===== config.mk =====
export PLATFORM = sky130hd
export DESIGN_NAME = inst_fetch
export DESIGN_NICKNAME = d
export VERILOG_FILES = /design/src/rtl/inst_fetch.sv
export SDC_FILE = /design/constraint.sdc
export NUM_CORES = 1
export LEC_CHECK = 0
export CORE_ASPECT_RATIO = 1.5
export CORE_MARGIN = 5
export CORE_UTILIZATION = 40
export DETAILED_ROUTE_END_ITERATION = 6
export GPL_TIMING_DRIVEN = 0
export PLACE_DENSITY = 0.71
export SLEW_MARGIN = 20
export SYNTH_ARGS = -nofsm -noshare
export SYNTH_HDL_FRONTEND = slang
export SYNTH_SLANG_ARGS = --single-unit

===== constraint.sdc =====
create_clock -name clk -period 2.9 [get_ports clk]
set_input_delay 0.725 -clock clk [delete_from_list [all_inputs] [get_ports clk]]
set_output_delay 0.725 -clock clk [all_outputs]
set_load 0.05 [all_outputs]

===== src/rtl/inst_fetch.sv =====
// inst_fetch
//   Instruction fetch stage. Owns the PC, issues one fetch at a time over an
//   SRAM-like req/addr_ok/data_ok port and presents {pc, inst} to decode
//   with a valid/ready handshake. A redirect from decode (br_taken_i) moves
//   the PC and squashes any wrong-path fetch that is in flight or held.
//
// Ports
//   clk             clock, rising edge
//   rst_n           async active-low reset
//   br_taken_i      redirect pulse from decode (one cycle)
//   br_target_i     redirect PC, qualified by br_taken_i
//   inst_req_o      fetch request
//   inst_addr_o     fetch address (always the current PC)
//   inst_addr_ok_i  request accepted this cycle
//   inst_data_ok_i  read data returned this cycle
//   inst_rdata_i    returned instruction
//   if_valid_o      {if_pc_o, if_inst_o} valid to decode
//   if_ready_i      decode accepts this cycle
//   if_pc_o         pc of presented instruction
//   if_inst_o       presented instruction
//
// State  | meaning
// -------+-------------------------------------------------------------
// IDLE   | first cycle after reset release
// REQ    | request driven at pc, waiting for addr_ok
// WAIT   | request accepted, waiting for data_ok (drop it if discard_q)
// HOLD   | instruction presented to decode, waiting for if_ready
module inst_fetch #(
  parameter int ADDR_WIDTH = 32,
  parameter int INST_WIDTH = 32,
  parameter logic [ADDR_WIDTH-1:0] RESET_PC = ADDR_WIDTH'(32'h1c000000)
) (
  input  logic                  clk,
  input  logic                  rst_n,
  input  logic                  br_taken_i,
  input  logic [ADDR_WIDTH-1:0] br_target_i,
  output logic                  inst_req_o,
  output logic [ADDR_WIDTH-1:0] inst_addr_o,
  input  logic                  inst_addr_ok_i,
  input  logic                  inst_data_ok_i,
  input  logic [INST_WIDTH-1:0] inst_rdata_i,
  output logic                  if_valid_o,
  input  logic                  if_ready_i,
  output logic [ADDR_WIDTH-1:0] if_pc_o,
  output logic [INST_WIDTH-1:0] if_inst_o
);

  typedef enum logic [1:0] {
    S_IDLE = 2'd0,
    S_REQ  = 2'd1,
    S_WAIT = 2'd2,
    S_HOLD = 2'd3
  } state_e;

  state_e                  state_q, state_d;
  logic [ADDR_WIDTH-1:0]   pc_q, pc_d;
  logic                    discard_q, discard_d;
  logic [ADDR_WIDTH-1:0]   if_pc_q, if_pc_d;
  logic [INST_WIDTH-1:0]   if_inst_q, if_inst_d;
  logic                    inst_req_q;
  logic                    if_valid_q;

  always_comb begin
    state_d   = state_q;
    pc_d      = pc_q;
    discard_d = discard_q;
    if_pc_d   = if_pc_q;
    if_inst_d = if_inst_q;
    unique case (state_q)
      S_IDLE: begin
        state_d = S_REQ;
        if (br_taken_i) pc_d = br_target_i;
      end
      S_REQ: begin
        if (br_taken_i) pc_d = br_target_i;
        if (inst_addr_ok_i) begin
          state_d = S_WAIT;
          // The old address was already accepted; its data is wrong-path.
          if (br_taken_i) discard_d = 1'b1;
        end
      end
      S_WAIT: begin
        if (inst_data_ok_i) begin
          if (br_taken_i) begin
            pc_d      = br_target_i;
            discard_d = 1'b0;
            state_d   = S_REQ;
          end else if (discard_q) begin
            discard_d = 1'b0;
            state_d   = S_REQ;
          end else begin
            if_pc_d   = pc_q;
            if_inst_d = inst_rdata_i;
            pc_d      = pc_q + ADDR_WIDTH'(4);
            state_d   = S_HOLD;
          end
        end else if (br_taken_i) begin
          pc_d      = br_target_i;
          discard_d = 1'b1;
        end
      end
      S_HOLD: begin
        if (br_taken_i) begin
          pc_d    = br_target_i;
          state_d = S_REQ;
        end else if (if_ready_i) begin
          state_d = S_REQ;
        end
      end
      default: state_d = S_IDLE;
    endcase
  end

  always_ff @(posedge clk or negedge rst_n) begin
    if (!rst_n) begin
      state_q    <= S_IDLE;
      pc_q       <= RESET_PC;
      discard_q  <= 1'b0;
      if_pc_q    <= '0;
      if_inst_q  <= '0;
      inst_req_q <= 1'b0;
      if_valid_q <= 1'b0;
    end else begin
      state_q    <= state_d;
      pc_q       <= pc_d;
      discard_q  <= discard_d;
      if_pc_q    <= if_pc_d;
      if_inst_q  <= if_inst_d;
      inst_req_q <= (state_d == S_REQ);
      if_valid_q <= (state_d == S_HOLD);
    end
  end

  assign inst_req_o  = inst_req_q;
  assign inst_addr_o = pc_q;
  // A redirect in HOLD makes the held instruction wrong-path, so it must not
  // complete a handshake in that same cycle.
  assign if_valid_o  = if_valid_q & ~br_taken_i;
  assign if_pc_o     = if_pc_q;
  assign if_inst_o   = if_inst_q;

  a_data_ok_only_in_wait: assert property (
    @(posedge clk) disable iff (!rst_n) inst_data_ok_i |-> (state_q == S_WAIT));

  a_req_valid_exclusive: assert property (
    @(posedge clk) disable iff (!rst_n) !(inst_req_o && if_valid_o));

endmodule


==> impl_metrics.json, run 1 <==
{
  "status": "finished clean",
  "p_sw_share_pct": 41.4,
  "cpMostUsedCell": "clkbuf_4",
  "dp_slack_ps": -950,
  "synth-async-reset-ratio_pct": 100,
  "timing.critical_path.buf_inv": 4,
  "drt_iter0_markers": 150,
  "critPathKind": "in -> out",
  "p_seq_share_pct": 33.7,
  "drc": 0,
  "synthDistinctLibCells": 54,
  "skew_ps": 7.38,
  "drive_gt1_share_pct": 17.3,
  "postSynthCellCount": 395,
  "tightestPinTransition_ps": 1040,
  "rrSetupSlack_ps": 520,
  "num_vias": 3947,
  "finalMaxSlewViolations": 0,
  "cp_top_family": "buffers and inverters",
  "hp-class": "in -> async",
  "grt_use_total_pct": 20.3,
  "synth_xor_area_share_pct": 1.70,
  "yosys_warnings": 0,
  "drt-total-wl_mm": 13.9,
  "timing.fmax_ghz": 0.354,
  "area_delta_synth_final_pct": 48.0,
  "crit_required_ps": 2170,
  "cts_tree": "done",
  "pwr-share-comb_pct": 44.9,
  "netlist_area_mm2": 0.00464,
  "endpoint_kind": "primary output",
  "place_hpwl_mm": 10.5,
  "power_density_mw_per_mm2": 889,
  "intPower_mw": 3.58,
  "postCtsHoldBufs": 0,
  "ant_nets": 0,
  "core_mm2": 0.0115,
  "gr-total-overflow": 0,
  "grt_pass1_vias": 4236,
  "via_per_inst": 5.41,
  "rr_endpoint": "inst_addr_o[19]",
  "clk_path_buf_depth": 2,
  "slew_headroom_pct": 30.0,
  "grt_pass1_wl_mm": 22.4,
  "setup_slack_ps": 77.7,
  "drt_pass1_iterations": 4,
  "seq_area_frac_synth_pct": 54.5,
  "nets": 645,
  "syn-num-nets": 466,
  "worstSetupStartpointType": "primary input",
  "critical_path.max_fanout": 10,
  "fin_crit_sh_pct": 97.3,
  "ctsRootBufferMaster": "clkbuf_16",
  "switchingPower_mw": 2.53,
  "postSynthAreaPerCell_um2": 11.7,
  "clk_pin_slew_ps": 70,
  "io_pins": 168,
  "rsz0062_at_grt": "no",
  "cp_slowest_stage_delay_ps": 630,
  "synth_top_family_by_area": "multiplexers",
  "antenna_found_initial": 0,
  "num_rows": 48,
  "antennaDiodeCount": 0,
  "synth-simple-area-share_pct": 15.4,
  "cts_setup_buffers": 0,
  "vdd_ir_drop_max_mv": 0.462,
  "clock-sinks": 101,
  "die_x_um": 97.9,
  "synthAdderAreaFrac_pct": 0.270,
  "path_depth": 5,
  "drt-wirelength-per-cell_um": 19.0,
  "cts_max_level": 3,
  "clock_latency_ps": 340,
  "hold_violations": 0,
  "leakagePower_nw": 2.85,
  "clkPwrFrac_pct": 21.4,
  "ys_seq_elements": 101,
  "synthMuxAreaShare_pct": 16.9,
  "cp.arrival_ps": 2100,
  "numCtsBuffers": 9,
  "start_util_pct": 40.5,
  "synth_ff_type": "dfrtp_1",
  "min_period_ps": 2820,
  "grt_max_degree": 67,
  "synth_compound_area_share_pct": 8.63,
  "reg2regPathDepth": 4,
  "routabilityCongestion": 0.922,
  "crit_chain": "clkdlybuf4s50_1 -> clkbuf_8 -> clkbuf_4 -> nor2b_1 -> clkbuf_4",
  "die_height_um": 142,
  "maxCapViolations": 0,
  "slowest_stage": "clkdlybuf4s50_1",
  "final_cells": 729,
  "io_buffers": 167,
  "rr_startpoint": "inst_addr_o[6]",
  "die_area_mm2": 0.0139,
  "placed_cells_incl_taps": 713,
  "setup_viol": 0,
  "synth_edf_count": 0
}
==> area by class of cell <==
class | count | area [µm²]
Fill cell | 996 | 4600
Sequential cell | 101 | 2530
Multi-Input combinational cell | 265 | 1990
Timing Repair Buffer | 168 | 1700
Clock buffer | 11 | 243
Tap cell | 150 | 188
Buffer | 20 | 100
Clock inverter | 5 | 81.3
Inverter | 9 | 33.8
==> synthesized netlist by cell type (all sizes together), types with 4 or more instances <==
library cell  number  share of area (%)
a21oi              5               0.54
a31oi              5               0.67
and3               5               0.67
buf               10                1.1
clkbuf            10               0.81
dfrtp             98                 53
inv                9               0.73
mux2              67                 16
nand2             34                2.8
nand3             16                1.8
nand3b             4               0.65
nand4             12                1.6
nor2              13                1.1
nor2b              5               0.67
nor3               7               0.75
nor4               7               0.94
o211ai             5               0.81
o21ai             13                1.4
o311ai             6                1.1
or3                5               0.67
or4                7                1.1
xor2               6                1.1
==> registers in the layout, summed over array words and instances, names as in the netlist <==
signal and flops:
discard_q 1, if_inst_o 32, inst_req_o 1, if_valid_q 1, inst_addr_o 32, state_q 2, if_pc_o 32
==> metrics by stage <==
| stage | power, mW | util (%) | setup TNS, ps | area [µm²] | hold slack (ps) |
|---|---|---|---|---|---|
| final | 6.11 | 59.9 | 0 | 6870 | 267 |
| after global routing | 6.37 | 59.9 | 0 | 6870 | 284 |
| after CTS | 6.17 | 59.9 | -66.1 | 6870 | 281 |
| after detailed placement | 4.85 | 56.9 | -28180 | 6530 | 474 |
| after global placement | 4.79 | 56.7 | -284480 | 6500 | 467 |
| after floorplan | 3.80 | - | 0 | 4640 | 429 |
==> worst max-delay path by stage <==
| stage | start | endpoint |
|---|---|---|
| 3_3_place_gp | rst_n | if_inst_o[8] |
| 4_1_cts | br_taken_i | if_valid_o |
| 3_5_place_dp | br_taken_i | if_valid_o |
| 6_report | br_taken_i | if_valid_o |
| 5_1_grt | br_taken_i | if_valid_o |
| 2_1_floorplan | br_taken_i | if_valid_o |
==> cells in the final DEF, fill, tap and decap left out, drive strengths merged, types with 3 or more instances in the layout <==
| master | netlist | routed |
|---|---|---|
| a21oi | 5 | 5 |
| a31oi | 5 | 5 |
| and3 | 5 | 5 |
| buf | 10 | 12 |
| clkbuf | 10 | 22 |
| clkdlybuf4s50 | 0 | 165 |
| dfrtp | 98 | 98 |
| dfstp | 3 | 3 |
| inv | 9 | 10 |
| mux2 | 67 | 67 |
| mux2i | 3 | 3 |
| nand2 | 34 | 34 |
| nand3 | 16 | 16 |
| nand3b | 4 | 4 |
| nand4 | 12 | 12 |
| nor2 | 13 | 13 |
| nor2b | 5 | 5 |
| nor3 | 7 | 7 |
| nor4 | 7 | 7 |
| o211ai | 5 | 5 |
| o21ai | 13 | 13 |
| o22ai | 3 | 3 |
| o311ai | 6 | 6 |
| o41ai | 3 | 3 |
| or3 | 5 | 5 |
| or4 | 7 | 7 |
| xnor2 | 3 | 3 |
| xor2 | 6 | 6 |
==> repair_timing <==
item,CTS,global route
endpoints found under the setup margin,61,1
hold endpoints to repair,0,0
pin swaps,0,0
resized for setup,9,3
==> layer usage <==
| layer | wire (µm) | share of wire [%] | global-route usage, % |
|---|---|---|---|
| met1 | 5320 | 38 | 22.6 |
| met2 | 7320 | 53 | 36.6 |
| met3 | 850 | 6.1 | 4.77 |
| met4 | 369 | 2.7 | 9.19 |
| met5 | 0 | 0 | 0 |
==> kinds of logic after synthesis <==
logic type / after synthesis
and+or+nand+nor: 129
DFF: 101
muxes: 70
AOI/OAI and AO/OA: 56
buffers and inverters: 29
xor gates and xnor gates: 9
adders and majority gates: 1
==> power by group through the flow <==
stage          Combinational (mW)  Clock, mW  Sequential [mW]
2_1_floorplan               0.478          0             3.32
3_3_place_gp                 2.73          0             2.06
3_5_place_dp                 2.76          0             2.09
4_1_cts                      2.77       1.34             2.06
5_1_grt                      2.85       1.41             2.11
6_report                     2.74       1.31             2.06
Power figures use the tool's default switching activity.
==> run 2, diff against run 1 <==
Settings changed: MAX_ROUTING_LAYER set to met4, SETUP_SLACK_MARGIN set to 0.3.
==> run 2 against run 1 <==
  * Maximum frequency is 13% higher
  * Sequential power is essentially flat
  * Power down 1.8%
  * Sequential share of layout area is 0.14 points higher
  * Final area shrank 0.38%
  * Final cell count did not move
  * Critical path depth shrank 4
  * Clock skew barely moved
  * Count of clock-buffer cells in the layout unchanged
  * Combinational power barely moved
  * Flip-flop and latch count unchanged
  * Core utilization down 0.23 points
  * Largest power group unchanged
==> impl_metrics.json, run 2 (synthesis results as in run 1) <==
{
  "seqCellArea_mm2": 0.00253,
  "min_period_ps": 2500,
  "fin_area_mm2": 0.00684,
  "dp_slack_ps": -939,
  "die_x_um": 97.9,
  "tightestPinTransition_ps": 768,
  "gr-total-overflow": 0,
  "antenna_found_initial": 0,
  "final_core_util_pct": 59.6,
  "numCtsBuffers": 9,
  "cts_tree": "done",
  "drive_gt1_share_pct": 17.4,
  "via_per_inst": 5.43,
  "antennaDiodeCount": 0,
  "cts_setup_buffers": 0,
  "drt_pass1_iterations": 4,
  "postCtsHoldBufs": 0,
  "setup_slack_ps": 396,
  "grt_pass1_wl_mm": 22.6,
  "drt-total-wl_mm": 13.9,
  "clk_pin_slew_ps": 70,
  "clk_path_buf_depth": 2,
  "timing.critical_path.buf_inv": 1,
  "status": "finished clean",
  "finalMaxSlewViolations": 0,
  "die_area_mm2": 0.0139,
  "maxCapViolations": 0,
  "rsz0062_at_grt": "no",
  "core_mm2": 0.0115,
  "die_height_um": 142,
  "area_delta_synth_final_pct": 47.4,
  "most-common-layout-cells": "164 x clkdlybuf4s50_1, 98 x dfrtp_1, 63 x mux2_2",
  "vdd_ir_drop_max_mv": 0.516,
  "totalPowerFinal_mw": 5.99,
  "layout_commonest_cell": "clkdlybuf4s50_1",
  "num_vias": 3955,
  "num_rows": 48,
  "drt_iter0_markers": 154,
  "power_density_mw_per_mm2": 876,
  "ant_nets": 0,
  "fin_crit_sh_pct": 86.4,
  "setup_viol": 0,
  "worstSetupStartpointType": "flop",
  "cts_resized": 14,
  "ctsRootBufferMaster": "clkbuf_16",
  "slowest_stage": "clkdlybuf4s50_1",
  "timing.fmax_ghz": 0.399,
  "critPathKind": "reg -> out",
  "multi_input_area_mm2": 0.00200,
  "hp-class": "in -> async",
  "leakagePower_nw": 2.84,
  "num-fill-cells": 979,
  "routabilityCongestion": 0.932,
  "skew_ps": 7.80,
  "clock-sinks": 101,
  "grt_use_total_pct": 21.2,
  "io_pins": 168,
  "hold_violations": 0,
  "endpoint_kind": "primary output",
  "dpl_cell_area_mm2": 0.00653,
  "grt_pass1_vias": 4221,
  "grt_max_degree": 58,
  "cp_slowest_stage_delay_ps": 840,
  "cp.arrival_ps": 1780,
  "place_hpwl_mm": 10.5,
  "cts_max_level": 3,
  "drc": 0,
  "crit_required_ps": 2170,
  "crit_chain": "clkdlybuf4s50_1",
  "start_util_pct": 40.5,
  "critical_path.max_fanout": 7,
  "nets": 645,
  "rrSetupSlack_ps": 590,
  "slew_headroom_pct": 48.4,
  "io_buffers": 167,
  "cp_top_family": "buffers and inverters",
  "clock_latency_ps": 350,
  "drt-wirelength-per-cell_um": 19.1
}
-- run 2: changes by cell type in the layout (fill, tap and decap cells not counted), sizes merged --
cell	delta
clkinvlp	+1
bufinv	-1
clkdlybuf4s50	-1
buf	+1
-- run 2: per-stage QoR --
| stage | setup TNS, ps | std cells | hold WS [ps] |
|---|---|---|---|
| finish | 0 | 729 | 293 |
| detailed placement | -26620 | 713 | 474 |
| floorplan | 0 | 395 | 429 |
| CTS | 0 | 729 | 310 |
| global route | 0 | 729 | 325 |
| global placement | -285280 | 712 | 467 |
-- run 2: worst paths after layout --
kind | from | to | depth (start not counted)
max reg2reg | inst_addr_o[6] | inst_addr_o[19] | 6
min in group clk | if_pc_o[5] | if_pc_o[5] | 1
min reg2reg | if_pc_o[5] | if_pc_o[5] | 1
max in group asynchronous | rst_n | if_inst_o[4] | 2
min | rst_n | if_inst_o[26] | 1
max | inst_addr_o[26] | inst_addr_o[26] | 1
-- run 2: report_power, final --
| group | internal [mW] | switching, mW | total (mW) | leakage [nW] |
|---|---|---|---|---|
| logic | 1.00 | 1.74 | 2.75 | 1.41 |
| registers | 1.79 | 0.261 | 2.06 | 1.29 |
| clock network | 0.671 | 0.521 | 1.19 | 0.136 |
| total | 3.47 | 2.53 | 5.99 | 2.84 |
-- run 2: metal layers --
layer | up-vias | GRT usage [%] | part of all wire, %
met3 | 16 | 3.79 | 4.7
met1 | 1991 | 24.4 | 39
met4 | 0 | 7.59 | 1.7
li1 | 1828 | - | -
met5 | - | - | 0
met2 | 120 | 36.9 | 54
-- run 2: final cells by class --
| cell class | instances | area share (%) |
|---|---|---|
| buffer | 20 | 1.46 |
| clock buffer | 11 | 3.40 |
| clock inverter | 5 | 0.860 |
| inverter | 9 | 0.494 |
| multi-input combinational | 265 | 29.3 |
| sequential | 101 | 37.0 |
| tap | 150 | 2.74 |
| timing repair buffer | 168 | 24.7 |
==> run 3, diff against run 2 <==
Settings changed: CTS_BUF_LIST set to sky130_fd_sc_hd__clkbuf_8.
==> run 3 against run 2 <==
  * Via count down 0.63%
  * Wire length down 0.46%
  * Non-clock buffer count did not move
  * Register-to-register slack got worse by 20 ps
  * Clock power is 26% lower
  * Combinational power hardly changed
  * Die area is the same
==> impl_metrics.json, run 3 (synthesis results as in run 1) <==
{
  "timing.fmax_ghz": 0.395,
  "crit_required_ps": 2170,
  "drt_pass1_iterations": 4,
  "die_height_um": 142,
  "tightestPinTransition_ps": 775,
  "rrSetupSlack_ps": 570,
  "die_x_um": 97.9,
  "io_buffers": 167,
  "clock-sinks": 101,
  "clock_latency_ps": 380,
  "fin_area_mm2": 0.00674,
  "clk_pin_slew_ps": 100,
  "rr_endpoint": "inst_addr_o[19]",
  "reg2regPathDepth": 6,
  "slew_headroom_pct": 47.9,
  "die_area_mm2": 0.0139,
  "leakagePower_nw": 2.80,
  "grt_pass1_wl_mm": 22.4,
  "skew_ps": 14.4,
  "drt-total-wl_mm": 13.8,
  "routabilityCongestion": 0.932,
  "drt_iter0_markers": 173,
  "clk_path_buf_depth": 2,
  "final_core_util_pct": 58.7,
  "postCtsHoldBufs": 0,
  "critPathKind": "reg -> out",
  "maxCapViolations": 0,
  "nets": 645,
  "cts_setup_buffers": 0,
  "worstSetupStartpointType": "flop",
  "place_hpwl_mm": 10.5,
  "rr_startpoint": "inst_addr_o[6]",
  "grt_use_total_pct": 20.8,
  "numCtsBuffers": 9,
  "power_density_mw_per_mm2": 842,
  "rsz0062_at_grt": "no",
  "hold_violations": 0,
  "hp-class": "in -> async",
  "cp_slowest_stage_delay_ps": 840,
  "slowest_stage": "clkdlybuf4s50_1",
  "gr-total-overflow": 0,
  "io_pins": 168,
  "drt-wirelength-per-cell_um": 19.0,
  "status": "finished clean",
  "antenna_found_initial": 0,
  "grt_pass1_vias": 4192,
  "drc": 0,
  "num-fill-cells": 993,
  "layout_commonest_cell": "clkdlybuf4s50_1",
  "dpl_cell_area_mm2": 0.00653,
  "antennaDiodeCount": 0,
  "vdd_ir_drop_max_mv": 0.561,
  "cp.arrival_ps": 1810,
  "setup_viol": 0,
  "endpoint_kind": "primary output",
  "cts_max_level": 3,
  "num_rows": 48,
  "num_vias": 3930,
  "area_delta_synth_final_pct": 45.2,
  "drive_gt1_share_pct": 17.4,
  "timing.critical_path.buf_inv": 1,
  "cp_top_family": "buffers and inverters",
  "fin_crit_sh_pct": 87.4,
  "core_mm2": 0.0115,
  "most-common-layout-cells": "164 x clkdlybuf4s50_1, 98 x dfrtp_1, 63 x mux2_2",
  "min_period_ps": 2530,
  "grt_max_degree": 58,
  "via_per_inst": 5.39,
  "crit_chain": "clkdlybuf4s50_1",
  "cts_tree": "done",
  "start_util_pct": 40.5,
  "ctsRootBufferMaster": "clkbuf_8",
  "critical_path.max_fanout": 7,
  "ant_nets": 0,
  "finalMaxSlewViolations": 0
}
[run 3: cell types whose count changed in the layout (fill, tap and decap cells not counted), sizes merged]
| cell | before | now |
|---|---|---|
| clkbuf | 22 | 20 |
| inv | 10 | 12 |
[run 3: area by class of cell]
class                           count  area (µm²)  share of cell area, %
Timing Repair Buffer              168        1690                   25.1
Clock buffer                        9         124                   1.84
Tap cell                          150         188                   2.78
Sequential cell                   101        2530                   37.6
Inverter                            9        33.8                  0.501
Buffer                             20         100                   1.49
Clock inverter                      7        66.3                  0.984
Multi-Input combinational cell    265        2000                   29.7
[run 3: routing by layer]
metal  up-vias  share of wire (%)  global-route usage [%]
met5         -                  0                       -
met4         0                1.6                    6.71
met3        17                4.8                    3.98
met2       136                 54                    36.5
met1      1950                 40                    24.0
li1       1827                  -                       -
[run 3: worst max-delay path by stage]
stage	slack, ps	startpoint	cells after the start	to
final	370	inst_addr_o[26]	1	inst_addr_o[26]
after global routing	320	inst_addr_o[26]	1	inst_addr_o[26]
after CTS	310	br_taken_i	5	if_valid_o
after detailed placement	-940	br_taken_i	5	if_valid_o
after global placement	-2620	rst_n	1	if_inst_o[23]
after floorplan	360	br_taken_i	3	if_valid_o
[run 3: metrics by stage]
step	TNS, ps	cells	setup slack [ps]	hold slack, ps	power, mW
floorplan	0	395	362	429	3.80
global placement	-285280	712	-2620	467	4.79
detailed placement	-26620	713	-939	474	4.85
CTS	0	729	313	264	5.74
global route	0	729	321	283	5.94
finish	0	729	366	254	5.67
[run 3: where the power goes]
part / total [mW] / switching, mW / internal (mW)
combinational: 2.75 / 1.74 / 1.00
clock: 0.876 / 0.481 / 0.394
sequential: 2.05 / 0.261 / 1.79
total: 5.67 / 2.49 / 3.19
[run 3: what timing repair did]
item | CTS | global route
gates cloned | 0 | 0
hold endpoints to repair | 0 | 0
pin swaps | 0 | 0
gates resized for setup | 14 | 3
endpoints found under the setup margin | 62 | 2
